--- src/rtl/memory_display_scanner.sv ---
// Four-digit seven-segment scanner showing two register-file entries (page) with their addresses.
// Optional auto page scrolling is enabled by defining MEMORY_DISPLAY_AUTO_SCROLL_EN.
module memory_display_scanner #(
  parameter int REFRESH_DIV     = 100000,
  parameter int DEBOUNCE_CYCLES = 500000,
  parameter int AUTO_FRAMES     = 256
) (
  input  logic        CLK,
  input  logic        reset,
  input  logic [31:0] mem_flat,
  input  logic        page_btn,
  output logic [3:0]  an,
  output logic [6:0]  seg,
  output logic        dp,
  output logic [1:0]  page
);

  localparam int DIV_W = $clog2(REFRESH_DIV);
  localparam int DB_W  = $clog2(DEBOUNCE_CYCLES + 1);
  localparam logic [DIV_W-1:0] DIV_LAST = DIV_W'(REFRESH_DIV - 1);
  localparam logic [DB_W-1:0]  DB_LAST  = DB_W'(DEBOUNCE_CYCLES - 1);

  function automatic logic [6:0] hex_to_seg(input logic [3:0] nib);
    logic [6:0] s;
    case (nib)
      4'h0: s = 7'b1000000;
      4'h1: s = 7'b1111001;
      4'h2: s = 7'b0100100;
      4'h3: s = 7'b0110000;
      4'h4: s = 7'b0011001;
      4'h5: s = 7'b0010010;
      4'h6: s = 7'b0000010;
      4'h7: s = 7'b1111000;
      4'h8: s = 7'b0000000;
      4'h9: s = 7'b0010000;
      4'hA: s = 7'b0001000;
      4'hB: s = 7'b0000011;
      4'hC: s = 7'b1000110;
      4'hD: s = 7'b0100001;
      4'hE: s = 7'b0000110;
      default: s = 7'b0001110;
    endcase
    return s;
  endfunction

  logic [DIV_W-1:0] div_cnt;
  logic [1:0]       digit;
  logic [31:0]      snap_mem;
  logic [1:0]       snap_page;
  logic             tick;
  logic             frame_start;

  logic             sync1, sync2;
  logic             deb_level;
  logic [DB_W-1:0]  db_cnt;
  logic             press;
  logic             page_step;

  assign tick        = (div_cnt == DIV_LAST);
  assign frame_start = tick && (digit == 2'd3);

  // The digit-0 slot must already see the snapshot being latched on this same tick.
  logic [31:0] view_mem;
  logic [1:0]  view_page;
  logic [2:0]  addr_lo, addr_hi;
  logic [3:0]  nib_lo, nib_hi;
  logic [1:0]  digit_next;
  logic [3:0]  disp_nib;
  logic        disp_dp;
  logic [3:0]  an_next;

  always_comb begin
    view_mem   = frame_start ? mem_flat : snap_mem;
    view_page  = frame_start ? page : snap_page;
    addr_lo    = {view_page, 1'b0};
    addr_hi    = {view_page, 1'b1};
    nib_lo     = view_mem[{addr_lo, 2'b00} +: 4];
    nib_hi     = view_mem[{addr_hi, 2'b00} +: 4];
    digit_next = digit + 2'd1;
    disp_nib   = 4'h0;
    disp_dp    = 1'b1;
    case (digit_next)
      2'd0: begin disp_nib = nib_hi;           disp_dp = 1'b1; end
      2'd1: begin disp_nib = {1'b0, addr_hi};  disp_dp = 1'b0; end
      2'd2: begin disp_nib = nib_lo;           disp_dp = 1'b1; end
      default: begin disp_nib = {1'b0, addr_lo}; disp_dp = 1'b0; end
    endcase
    an_next = ~(4'b0001 << digit_next);
  end

  // Scan divider, digit index, frame snapshot and registered display drive.
  always_ff @(posedge CLK) begin
    if (reset) begin
      div_cnt   <= '0;
      digit     <= 2'd3;
      snap_mem  <= '0;
      snap_page <= '0;
      an        <= 4'b1111;
      seg       <= 7'b1111111;
      dp        <= 1'b1;
    end else begin
      div_cnt <= tick ? '0 : div_cnt + 1'b1;
      if (tick) begin
        digit <= digit_next;
        an    <= an_next;
        seg   <= hex_to_seg(disp_nib);
        dp    <= disp_dp;
        if (frame_start) begin
          snap_mem  <= mem_flat;
          snap_page <= page;
        end
      end
    end
  end

  // Button synchronizer and debounce: a level is accepted only after a full run of disagreement.
  always_ff @(posedge CLK) begin
    if (reset) begin
      sync1     <= 1'b0;
      sync2     <= 1'b0;
      deb_level <= 1'b0;
      db_cnt    <= '0;
    end else begin
      sync1 <= page_btn;
      sync2 <= sync1;
      if (sync2 != deb_level) begin
        if (db_cnt == DB_LAST) begin
          deb_level <= sync2;
          db_cnt    <= '0;
        end else begin
          db_cnt <= db_cnt + 1'b1;
        end
      end else begin
        db_cnt <= '0;
      end
    end
  end

  assign press = (sync2 != deb_level) && (db_cnt == DB_LAST) && sync2;

`ifdef MEMORY_DISPLAY_AUTO_SCROLL_EN
  localparam int FC_W = $clog2(AUTO_FRAMES + 1);
  localparam logic [FC_W-1:0] FC_LAST = FC_W'(AUTO_FRAMES - 1);

  logic [FC_W-1:0] frame_cnt;
  logic            auto_adv;

  assign auto_adv = frame_start && (frame_cnt == FC_LAST);

  // A manual press restarts the auto-scroll interval.
  always_ff @(posedge CLK) begin
    if (reset) begin
      frame_cnt <= '0;
    end else if (press) begin
      frame_cnt <= '0;
    end else if (frame_start) begin
      frame_cnt <= auto_adv ? '0 : frame_cnt + 1'b1;
    end
  end

  assign page_step = press || auto_adv;
`else
  assign page_step = press;
`endif

  always_ff @(posedge CLK) begin
    if (reset) begin
      page <= 2'd0;
    end else if (page_step) begin
      page <= page + 2'd1;
    end
  end

endmodule
--- config.mk ---
export PLATFORM = sky130hd
export DESIGN_NAME = memory_display_scanner
export DESIGN_NICKNAME = d
export VERILOG_FILES = /design/src/rtl/memory_display_scanner.sv
export SDC_FILE = /design/constraint.sdc
export NUM_CORES = 1
export LEC_CHECK = 0
export ABC_CLOCK_PERIOD_IN_PS = 12040
export CAP_MARGIN = 20
export CORE_ASPECT_RATIO = 1.2
export CORE_MARGIN = 2
export CORE_UTILIZATION = 30
export CTS_CLUSTER_DIAMETER = 50
export CTS_CLUSTER_SIZE = 20
export DETAILED_ROUTE_END_ITERATION = 6
export PLACE_DENSITY = 0.57
export SYNTH_ARGS = -nofsm -noshare
export SYNTH_HDL_FRONTEND = slang
export SYNTH_SLANG_ARGS = --single-unit
--- constraint.sdc ---
create_clock -name CLK -period 12.04 [get_ports CLK]
set_input_delay 1.204 -clock CLK [delete_from_list [all_inputs] [get_ports CLK]]
set_output_delay 1.204 -clock CLK [all_outputs]
set_load 0.02 [all_outputs]
[Word level (Yosys, flattened, before mapping)]
Memory sizes are Yosys's and may differ from the RTL's. A register that Yosys moved wholly into a read port is not among the register bits.
Cells that the tools add are included.
Storage, ports and cells
  flip-flop bits (word level): 82
  memory bits (read-only): 112
  input port bits: 35
  output and inout bits: 14
  logic and storage cells: 39
  memories: 1
Memories
  (name not given): words 16, bits a word 7, read ports 1, clocked after Yosys merged registers in 1, wr ports 0, line 25  | case (nib)
Cells by class
  add/sub/neg operators: 4
  equality and inequality tests: 6
  shift operators: 3
  mux-type cells: 4
  bitwise operators: 2
  reduce and logical (&&, ||, !) cells: 8
Operator list (count)
  indexed part select 32 x 6 -> 4 bit: 2
  2-to-1 mux 32 bit: 1
  adder 19 x 1 -> 19 bit (second input constant): 1
  equality test 19 bit (second input constant): 1
  adder 17 x 1 -> 17 bit (second input constant): 1
  equality test 17 bit (second input constant): 1
  case mux 4 bit (3 select lines): 1
  adder 2 x 1 -> 2 bit (second input constant): 2
  equality test 2 bit (second input constant): 2
  inverter 4 bit: 1
  OR reduction 2 bit: 2
  << shifter 1 x 2 -> 4 bit (first input constant): 1
  logical AND 1 bit: 3
  OR reduction 3 bit: 1
  equality test 2 x 1 -> 1 bit (second input constant): 1
  zero test 2 bit: 1
  2-to-1 mux 2 bit: 1
  AND reduction 2 bit: 1
  2-to-1 mux 1 bit: 1
  inequality test 1 bit: 1
  inverter 1 bit: 1

[Longest topological paths before layout]
  word-level depth: 5
  mapped depth: 16
  depth with buffers taken out: 14

[Worst setup path before layout]
OpenSTA, ideal clock, no wires.
  path kind: reg-to-reg
  start: register div_cnt[11]
  end: register seg[3]
  data arrival time: 3.770 ns
  data required time: 11.926 ns
  setup slack: 8.155 ns
  cell stages (with the launch flop): 14
  path buffers: 2
  clock period less this slack: 3.885 ns
  path through: dfxtp_1 -> or4_4 -> or4_4 -> buf_6 -> nor2_8 -> buf_4 -> mux2i_1 -> mux2i_1 -> nor2_1 -> o32ai_1 -> inv_1 -> ha_1 -> mux4_2 -> a21bo_1
Between the ends
  longest elaborated chain between the ends: 5
Ends and longest elaborated chain
  start: declaration: line 46  | logic [DIV_W-1:0] div_cnt;
  start signal: assignment: line 102  | div_cnt <= tick ? '0 : div_cnt + 1'b1;
  equality test 17 bit *: line 59  | assign tick = (div_cnt == DIV_LAST);
  logical AND 1 bit: line 60  | assign frame_start = tick && (digit == 2'd3);
  2-to-1 mux 32 bit or 2-to-1 mux 2 bit (tied branches)
  indexed part select 32 x 6 -> 4 bit (on tied branches): line 77, 78
  case mux 4 bit (3 select lines): line 82  | case (digit_next)
  end: declaration: line 13  | output logic [6:0] seg,
Every way passes the cells marked *; elsewhere a longest branch is shown, timed or not.
A chain may end at the register's enable or synchronous reset.

[Worst setup path in the final report]
Same ends and word-level chain as after synthesis.

==> reports/metrics.csv <==
metric;value;unit
ANT nets after route;0;
post-route setup TNS;0;ns
placer congestion estimate;0.816;
final hold vios;0;
hold path startpoint;div_cnt[0]$_SDFF_PP0_;
crit path cell chain;or4_4 -> or4_4 -> nor2_8 -> mux2i_1 -> mux2i_1 -> nor2_1 -> o32ai_1 -> inv_1 -> ha_1 -> mux4_2 -> a21bo_1;
Post-Syn Area;4400;sq um
area grow syn2layout;21.7;%
Mapped Nets;541;
# IOs;49;
share of layout cells above drive strength 1;7.08;%
IO Port Bufs;48;
final worst-path cycle share;37.3;%
worst r2r src;div_cnt[11]$_SDFF_PP0_;
Seq/Total Area, Yosys;40.5;%
RSZ-0062 raised after global routing;no;
grt ovf;0;
critical path class;reg -> reg;
Slowest-stage cell, CP;or4_4;
Synth Area in Simple Gates;24.2;%
Core Rows;48;
full die area;15600;sq um
Int Power;0.000476;W
sequential share of power;48.8;%
setup violators final;0;
FILL cells;1399;
Relative slew margins;55.6;%
Cell Count, Final, Fillers Out;712;
peak per-stage delay on the critical path;0.66;ns
CTS clk-pin slew, worst paths;0.07;ns
initial antenna violation count;0;
CP max FO;45;
P per Cell Area;114;nW/um^2
Die X;114;um
CTS Buf Count;9;
Post-synth EDFFs;0;
Clock power frac;47.9;%
first-pass GRT wire length;16.8;mm
post_cts resized;0;
Post-Synth XOR/XNOR Area;7.17;%
main combinational cell family by area after synthesis;simple AND/OR/NAND/NOR gates;
Post-Synth Adder-Cell Area;3.99;%
Period minus WS final;4.49;ns
DRC Markers;0;
clk sink count;89;
mux contribution to synthesized area;11.8;%
largest net degree at the start of global routing;50;
Compound-Gate Fraction of Synth Area;9.17;%
Synth Warn #;0;
Cells after DPL;695;
1st-pass router iterations;4;
Switching Share;21.6;%
CTS tree;built;
core area;14400;sq um
gr usage total;13.5;%
CTS Root Cell;clkbuf_16;
final WL;10.1;mm
crit path DAT;4.74;ns
Final nets;581;
CTS Hold Bufs;0;
cell leakage power;1.88;nW
maxcap violations;0;
sw power;0.000132;W
DR WL/cell;14.1;um
total power;0.000608;W
Startpoint Class;flop;
final clock skew;0.00784;ns
fraction of registers with async set/reset;0;%
required time of the critical path;12.29;ns
outcome;completed;
Setup crit end kind;flop;
post-CTS setup buffers;0;
top_reg_cell synth;dfxtp_1;
Setup crit start;div_cnt[11]$_SDFF_PP0_;
CTS H-tree depth;3;
Comb power frac;3.3;%
number of DRC markers in iteration 0;121;
Netlist cell types;57;
ant diodes;0;
HPWL after detailed placement;7.36;mm
Avg Cell Area, Syn;8.93;sq um
Die Y;137;um
vias per cell;5.07;
fin. max-slew vios;0;
DR vias;3612;
Max Clk Rate;0.223;GHz
Initial Util;30.6;%
VDD IR-drop max;0.0577;mV
Post-Syn Instances;492;
later-pin clock latency in the skew report;0.35;ns
vias in the first global route;3529;
Worst-Margin Slew;0.666;ns
post-synthesis register bit count;89;
HP Class;reg -> reg;
maximum root-to-sink buffer count;2;
[synthesized netlist by cell type (2+ instances only)]
| cell | instances | area (sq um) |
|---|---|---|
| a21oi_1 | 36 | 180 |
| a22oi_1 | 2 | 15.0 |
| a311oi_1 | 2 | 17.5 |
| a31oi_1 | 2 | 12.5 |
| and2_1 | 3 | 18.8 |
| and3_1 | 6 | 37.5 |
| and4_1 | 3 | 26.3 |
| buf_1 | 4 | 15.0 |
| clkbuf_1 | 16 | 60.1 |
| dfxtp_1 | 89 | 1780 |
| ha_1 | 14 | 175 |
| inv_1 | 10 | 37.5 |
| mux2_2 | 3 | 33.8 |
| mux2i_1 | 19 | 190 |
| mux4_1 | 7 | 184 |
| mux4_2 | 5 | 113 |
| nand2_1 | 87 | 327 |
| nand2b_1 | 2 | 12.5 |
| nand3_1 | 21 | 105 |
| nand3b_1 | 3 | 22.5 |
| nand4_1 | 6 | 37.5 |
| nand4b_1 | 2 | 17.5 |
| nor2_1 | 61 | 229 |
| nor2b_1 | 3 | 18.8 |
| nor3_1 | 7 | 35.0 |
| nor4_1 | 5 | 31.3 |
| o211ai_1 | 4 | 30.0 |
| o21ai_0 | 5 | 25.0 |
| o41ai_1 | 2 | 17.5 |
| or4_4 | 2 | 22.5 |
| xnor2_1 | 13 | 114 |
| xor2_1 | 23 | 201 |
[power by group through the flow]
stage	clock network [W]	logic [W]	registers, W
after detailed placement	0	0.0000204	0.000303
after global routing	0.000311	0.0000216	0.000296
after floorplan	0	0.00000590	0.000303
after CTS	0.000301	0.0000204	0.000296
final	0.000291	0.0000201	0.000297
after global placement	0	0.0000201	0.000303
[path summary, 6_finish.rpt]
| check | to | slack (ns) | cells past startpoint |
|---|---|---|---|
| max | seg[3]$_SDFFE_PP1N_ | 7.55 | 11 |
| min | div_cnt[0]$_SDFF_PP0_ | 0.45 | 1 |
| max reg2reg | seg[3]$_SDFFE_PP1N_ | 7.55 | 11 |
| min reg2reg | div_cnt[0]$_SDFF_PP0_ | 0.45 | 1 |
[kinds of logic after synthesis]
group | count (synthesis)
buffers and inverters | 33
AND/OR/NAND/NOR | 221
XOR/XNOR | 36
flip-flops | 89
adder cells (fa/ha/maj) | 14
AO/OA/AOI/OAI | 65
multiplexers | 34
[worst max-delay path, delay by kind of cell (launching register included)]
family	cells	cell delay [ns]
muxes	3	0.86
and+or+nand+nor	4	1.84
DFF	1	0.34
buffers and inverters	1	0.22
AOI/OAI and AO/OA	2	0.79
adders and majority gates	1	0.30
[layout make-up]
type	count	area (sq um)	area share [%]
Multi-Input combinational cell	370	2480	46.3
Clock buffer	10	239	4.47
Timing Repair Buffer	51	518	9.68
Sequential cell	89	1780	33.3
Clock inverter	6	72.6	1.36
Inverter	11	41.3	0.772
Tap cell	175	219	4.09
[flip-flops by register name, indices dropped and copies added (netlist names)]
register	cells
db_cnt	19
div_cnt	17
page	2
seg	7
dp	1
digit	2
sync2	1
an	4
snap_mem	32
deb_level	1
snap_page	2
sync1	1
[through the flow]
step	util (%)	instance area [sq um]	hold WS, ns	setup WS (ns)
2_1_floorplan	-	4400	0.414	8.16
3_3_place_gp	34.9	5010	0.430	7.40
3_5_place_dp	34.9	5010	0.434	7.21
4_1_cts	37.1	5320	0.450	7.21
5_1_grt	37.3	5350	0.460	7.25
6_report	37.3	5350	0.447	7.55
[cells in the final DEF, fill, tap and decap left out, types with 3 or more instances in the layout]
| cell type | instances |
|---|---|
| dfxtp_1 | 89 |
| nand2_1 | 87 |
| nor2_1 | 61 |
| clkdlybuf4s50_1 | 47 |
| a21oi_1 | 36 |
| xor2_1 | 23 |
| nand3_1 | 21 |
| mux2i_1 | 19 |
| ha_1 | 14 |
| xnor2_1 | 13 |
| inv_1 | 10 |
| clkbuf_16 | 9 |
| nor3_1 | 7 |
| mux4_1 | 7 |
| nand4_1 | 6 |
| and3_1 | 6 |
| mux4_2 | 5 |
| o21ai_0 | 5 |
| nor4_1 | 5 |
| o211ai_1 | 4 |
| mux2_2 | 3 |
| nand3b_1 | 3 |
| and4_1 | 3 |
| and2_1 | 3 |
| nor2b_1 | 3 |
| inv_6 | 3 |
[layer usage]
metal  vias to the layer above  track usage, %  routed length [um]
li1                       1793               -                   -
met5                         -               0                   0
met3                        19            2.57                 376
met2                        82            23.2                5020
met4                         0            7.32                 312
met1                      1718            15.7                4360
Power figures use the tool's default switching activity.
==> patch 1 (config.mk and constraints unchanged) <==
The parameter `REFRESH_DIV` goes from 100000 to 50000.
--- a/src/rtl/memory_display_scanner.sv
+++ b/src/rtl/memory_display_scanner.sv
@@ -1,7 +1,7 @@
 // Four-digit seven-segment scanner showing two register-file entries (page) with their addresses.
 // Optional auto page scrolling is enabled by defining MEMORY_DISPLAY_AUTO_SCROLL_EN.
 module memory_display_scanner #(
-  parameter int REFRESH_DIV     = 100000,
+  parameter int REFRESH_DIV     = 50000,
   parameter int DEBOUNCE_CYCLES = 500000,
   parameter int AUTO_FRAMES     = 256
 ) (
Function: no difference found for any inputs over 10 cycles, from zero or initial values and one cycle with reset high; that may be too few to reach the edited logic, so the function may still have changed.
==> patch 1 against the original RTL <==
- worst setup slack better by 390 ps
- synthesized area down 2.1%
- routed wire length down 6.5%
- critical endpoint is now seg[6]
- clock skew down 1.3 ps
- first-iteration DRC count up 12%
- sequential cell count down 1
- combinational power up 4%
- final area down 2.7%
- total power down 2.0%
- worst hold slack better by 2.2 ps
- fmax up 9.4%
- via count down 5.4%
==> patch 1: results (changes against the original RTL) <==
\begin{tabular}{lr}
\hline
Metric & Value \\
\hline
\multicolumn{2}{l}{\textbf{Run status}} \\
\quad Result of the run & complete, no violations (unchanged) \\
\multicolumn{2}{l}{\textbf{GRT}} \\
\quad Largest net degree at the start of global routing & 45 (was 50) \\
\quad Wire length of the first global-routing pass & 16100 um (was 16800 um) \\
\quad GRT Resource Usage Total & 13.1\% (was 13.5\%) \\
\multicolumn{2}{l}{\textbf{Layout}} \\
\quad Nets@finish & 564 (was 581) \\
\quad Fraction of final layout cells with drive strength greater than 1 & 9.23\% (was 7.08\%) \\
\quad Total of fill cells in the finished design & 1384 (was 1399) \\
\quad Leading registers by flop count & snap\_mem: 32 flops, db\_cnt: 19 flops, div\_cnt: 16 flops (was snap\_mem: 32 flops, db\_cnt: 19 flops, div\_cnt: 17 flops) \\
\multicolumn{2}{l}{\textbf{Place}} \\
\quad Placed wire-length estimate after detailed placement & 6600 um (was 7360 um) \\
\multicolumn{2}{l}{\textbf{Yosys}} \\
\quad Number of distinct standard cells referenced by the synthesized netlist & 50 (was 57) \\
\quad Top cell types by occurrence after synthesis & sky130\_fd\_sc\_hd\_\_nand2\_1, sky130\_fd\_sc\_hd\_\_dfxtp\_1, sky130\_fd\_sc\_hd\_\_nor2\_1 (was sky130\_fd\_sc\_hd\_\_dfxtp\_1, sky130\_fd\_sc\_hd\_\_nand2\_1, sky130\_fd\_sc\_hd\_\_nor2\_1) \\
\quad Post-Syn Nets & 528 (was 541) \\
\quad Complex-gate fraction of the synthesized area & 10.3\% (was 9.17\%) \\
\quad Share of cell area taken by muxes after synthesis & 13.5\% (was 11.8\%) \\
\quad Fraction of the yosys area taken by sequential cells & 40.9\% (was 40.5\%) \\
\quad Leading cell types by total area after synthesis & sky130\_fd\_sc\_hd\_\_dfxtp\_1, sky130\_fd\_sc\_hd\_\_nand2\_1, sky130\_fd\_sc\_hd\_\_mux4\_2 (was sky130\_fd\_sc\_hd\_\_dfxtp\_1, sky130\_fd\_sc\_hd\_\_nand2\_1, sky130\_fd\_sc\_hd\_\_nor2\_1) \\
\quad Avg Synthesized Cell Area & 8.99 um\^{}2 (was 8.93 um\^{}2) \\
\quad Parity-gate share of the synthesized area counting xor and xnor cells & 5.49\% (was 7.17\%) \\
\multicolumn{2}{l}{\textbf{Hold path}} \\
\quad Sink of the worst hold path & snap\_mem[16] (was div\_cnt[0]) \\
\quad Beginning of the worst hold path & snap\_mem[16] (was div\_cnt[0]) \\
\multicolumn{2}{l}{\textbf{Setup path}} \\
\quad Worst setup path endpoint & seg[6] (was seg[3]) \\
\quad Reg2reg setup slack & 7930 ps (was 7550 ps) \\
\quad Worst Reg-to-Reg Cells & 12 (was 11) \\
\multicolumn{2}{l}{\textbf{STA}} \\
\quad Setup skew after layout & 6.58 ps (was 7.84 ps) \\
\multicolumn{2}{l}{\textbf{Pwr}} \\
\quad Leak & 1.82 nW (was 1.88 nW) \\
\quad Maximum vdd ir drop & 0.0669 mV (was 0.0577 mV) \\
\multicolumn{2}{l}{\textbf{Route}} \\
\quad Detailed-route vias per instance & 4.95 (was 5.07) \\
\hline
\end{tabular}
==> patch 1: cell types whose count changed after synthesis, moves of 4 or more <==
cell,unedited run,this run
sky130_fd_sc_hd__xnor2_1,13,8
sky130_fd_sc_hd__nor2_1,61,49
sky130_fd_sc_hd__xor2_1,23,19
sky130_fd_sc_hd__a21oi_1,36,41
sky130_fd_sc_hd__nor4_1,5,1
sky130_fd_sc_hd__mux4_2,5,14
sky130_fd_sc_hd__or3_1,1,9
sky130_fd_sc_hd__mux4_1,7,0
sky130_fd_sc_hd__o21ai_0,5,12
sky130_fd_sc_hd__nor3_1,7,1
sky130_fd_sc_hd__nand2_1,87,93
sky130_fd_sc_hd__nand3_1,21,12
==> patch 1: critical path, cell delays in order (launching register included) <==
cell                      delay, ps
sky130_fd_sc_hd__dfxtp_1        350
sky130_fd_sc_hd__or4b_4         600
sky130_fd_sc_hd__nor4_4         230
sky130_fd_sc_hd__buf_4          460
sky130_fd_sc_hd__mux4_2         570
sky130_fd_sc_hd__mux2i_1        130
sky130_fd_sc_hd__o21ai_0         80
sky130_fd_sc_hd__a21oi_1        490
sky130_fd_sc_hd__inv_1          180
sky130_fd_sc_hd__ha_1           290
sky130_fd_sc_hd__mux2_1         300
sky130_fd_sc_hd__a22oi_1        160
sky130_fd_sc_hd__a31oi_1        100
==> patch 1: report_power, final <==
group / switching [mW] / internal, mW
clock: 0.115 / 0.166
combinational: 0.00891 / 0.0121
sequential: 0.00123 / 0.292
total: 0.125 / 0.471
==> patch 1: logic make-up (layout without fill, tap and decap cells) <==
family | after synthesis | in the layout
AND/OR/NAND/NOR | 200 | 200
flip-flops | 88 | 88
AO/OA/AOI/OAI | 76 | 76
multiplexers | 38 | 38
buffers and inverters | 36 | 77
XOR/XNOR | 27 | 27
adder cells (fa/ha/maj) | 14 | 14
==> patch 1: stage by stage <==
stage                     setup WS (ps)  area [um^2]  hold WS (ps)
after CTS                          7930         5210           452
after floorplan                    8400         4300           414
after global routing               7480         5210           469
after global placement             8060         4910           418
final                              7930         5210           450
after detailed placement           7950         4910           426
==> patch 1: per-layer routing <==
metal,wire length [um],GRT usage (%),up-vias
li1,-,-,1735
met1,4510,17.0,1621
met2,4470,20.9,49
met3,218,2.64,13
met4,218,6.17,0
met5,0,0,-
==> patch 1: final cells by class <==
cell class / count / area, um^2 / share of cell area (%)
Sequential cell: 88 / 1760 / 33.8
Timing Repair Buffer: 51 / 503 / 9.66
Clock buffer: 11 / 243 / 4.66
Clock inverter: 5 / 56.3 / 1.08
Multi-Input combinational cell: 355 / 2390 / 45.9
Inverter: 10 / 37.5 / 0.721
Tap cell: 171 / 214 / 4.11
==> patch 2 (config.mk and constraints unchanged) <==
Without the edit above. Register the inputs `mem_flat` and `page_btn` before use. The logic sees them one clock later.
--- a/src/rtl/memory_display_scanner.sv
+++ b/src/rtl/memory_display_scanner.sv
@@ -19,6 +19,14 @@
   localparam int DB_W  = $clog2(DEBOUNCE_CYCLES + 1);
   localparam logic [DIV_W-1:0] DIV_LAST = DIV_W'(REFRESH_DIV - 1);
   localparam logic [DB_W-1:0]  DB_LAST  = DB_W'(DEBOUNCE_CYCLES - 1);
+
+  logic [31:0] mem_flat_q;
+  logic page_btn_q;
+
+  always_ff @(posedge CLK) begin
+    mem_flat_q <= mem_flat;
+    page_btn_q <= page_btn;
+  end
 
   function automatic logic [6:0] hex_to_seg(input logic [3:0] nib);
     logic [6:0] s;
@@ -70,7 +78,7 @@
   logic [3:0]  an_next;
 
   always_comb begin
-    view_mem   = frame_start ? mem_flat : snap_mem;
+    view_mem   = frame_start ? mem_flat_q : snap_mem;
     view_page  = frame_start ? page : snap_page;
     addr_lo    = {view_page, 1'b0};
     addr_hi    = {view_page, 1'b1};
@@ -106,7 +114,7 @@
         seg   <= hex_to_seg(disp_nib);
         dp    <= disp_dp;
         if (frame_start) begin
-          snap_mem  <= mem_flat;
+          snap_mem  <= mem_flat_q;
           snap_page <= page;
         end
       end
@@ -121,7 +129,7 @@
       deb_level <= 1'b0;
       db_cnt    <= '0;
     end else begin
-      sync1 <= page_btn;
+      sync1 <= page_btn_q;
       sync2 <= sync1;
       if (sync2 != deb_level) begin
         if (db_cnt == DB_LAST) begin
Function: no difference found for any inputs over 10 cycles, from zero or initial values and one cycle with reset high; that may be too few to reach the edited logic, so the function may still have changed.
==> patch 2 against the original RTL <==
- synthesized area increased by 11%
- critical path depth increased by 2
- routed wire length increased by 1.0%
- final area increased by 15%
- sequential cell count increased by 33
- sequential power increased by 40%
- fmax increased by 5.3%
- critical path type unchanged
- worst setup slack improved by 230 ps
- total power increased by 58%
- first-iteration DRC count increased by 67%
- die area increased by 11%
==> patch 2: results (changes against the original RTL) <==
\begin{tabular}{lr}
\hline
Metric & Value \\
\hline
\multicolumn{2}{l}{\textbf{Run status}} \\
\quad Result of the run & complete, no violations (unchanged) \\
\multicolumn{2}{l}{\textbf{Route}} \\
\quad Routed len/inst & 13.0 um (was 14.1 um) \\
\quad Total routed wire length on the met1 layer & 4710 um (was 4360 um) \\
\quad Wire length on met2 & 4850 um (was 5020 um) \\
\quad Starting DRC count in detailed routing & 202 (was 121) \\
\quad Detailed-route vias per instance & 4.67 (was 5.07) \\
\multicolumn{2}{l}{\textbf{Layout}} \\
\quad Leading registers by flop count & mem\_flat\_q: 32 flops, snap\_mem: 32 flops, db\_cnt: 19 flops (was snap\_mem: 32 flops, db\_cnt: 19 flops, div\_cnt: 17 flops) \\
\quad Total of fill cells in the finished design & 1602 (was 1399) \\
\quad Nets@finish & 607 (was 581) \\
\multicolumn{2}{l}{\textbf{Pwr}} \\
\quad Part of the total power dissipated in sequential elements & 43.4\% (was 48.8\%) \\
\quad Leak & 2.22 nW (was 1.88 nW) \\
\quad Cell-internal power & 0.753 mW (was 0.476 mW) \\
\quad Maximum vdd ir drop & 0.0882 mV (was 0.0577 mV) \\
\multicolumn{2}{l}{\textbf{GRT}} \\
\quad Global Route met2 Usage & 20.1\% (was 23.2\%) \\
\quad GRT Resource Usage Total & 12.5\% (was 13.5\%) \\
\quad Wire length of the first global-routing pass & 17000 um (was 16800 um) \\
\multicolumn{2}{l}{\textbf{Yosys}} \\
\quad Number of distinct standard cells referenced by the synthesized netlist & 52 (was 57) \\
\quad Top cell types by occurrence after synthesis & sky130\_fd\_sc\_hd\_\_dfxtp\_1, sky130\_fd\_sc\_hd\_\_nand2\_1, sky130\_fd\_sc\_hd\_\_nor2\_1 (unchanged) \\
\quad Post-Syn Nets & 559 (was 541) \\
\quad Fraction of the yosys area taken by sequential cells & 50.1\% (was 40.5\%) \\
\quad Parity-gate share of the synthesized area counting xor and xnor cells & 6.11\% (was 7.17\%) \\
\quad Leading cell types by total area after synthesis & sky130\_fd\_sc\_hd\_\_dfxtp\_1, sky130\_fd\_sc\_hd\_\_nand2\_1, sky130\_fd\_sc\_hd\_\_mux4\_2 (was sky130\_fd\_sc\_hd\_\_dfxtp\_1, sky130\_fd\_sc\_hd\_\_nand2\_1, sky130\_fd\_sc\_hd\_\_nor2\_1) \\
\quad Share of cell area taken by muxes after synthesis & 8.37\% (was 11.8\%) \\
\multicolumn{2}{l}{\textbf{STA}} \\
\quad Relative slew slack & 35.6\% (was 55.6\%) \\
\multicolumn{2}{l}{\textbf{Setup path}} \\
\quad Worst Path Max Fanout & 32 (was 45) \\
\quad Worst Reg-to-Reg Cells & 13 (was 11) \\
\quad Data arrival time of the critical path & 4580 ps (was 4740 ps) \\
\hline
\end{tabular}
-- patch 2: cell count changes after synthesis, moves of 7 or more --
cell / change
sky130_fd_sc_hd__dfxtp_1: +33
sky130_fd_sc_hd__mux2i_1: -12
sky130_fd_sc_hd__mux4_1: -7
sky130_fd_sc_hd__mux4_2: +7
-- patch 2: through the flow --
stage / hold WS, ps / instance area [um^2] / utilization [%] / power [mW] / worst slack, ps
finish: 450 / 6160 / 38.3 / 0.957 / 7770
floorplan: 414 / 4870 / - / 0.428 / 8650
detailed placement: 446 / 5530 / 34.4 / 0.442 / 7630
global route: 470 / 6160 / 38.3 / 0.992 / 7420
CTS: 453 / 6140 / 38.2 / 0.970 / 7620
global placement: 435 / 5530 / 34.4 / 0.441 / 7820
-- patch 2: cell type report --
type,count,area [um^2],share of cell area (%)
Clock buffer,18,429,6.96
Clock inverter,14,188,3.05
Inverter,11,41.3,0.670
Multi-Input combinational cell,356,2290,37.2
Sequential cell,122,2440,39.6
Tap cell,212,265,4.30
Timing Repair Buffer,50,503,8.16
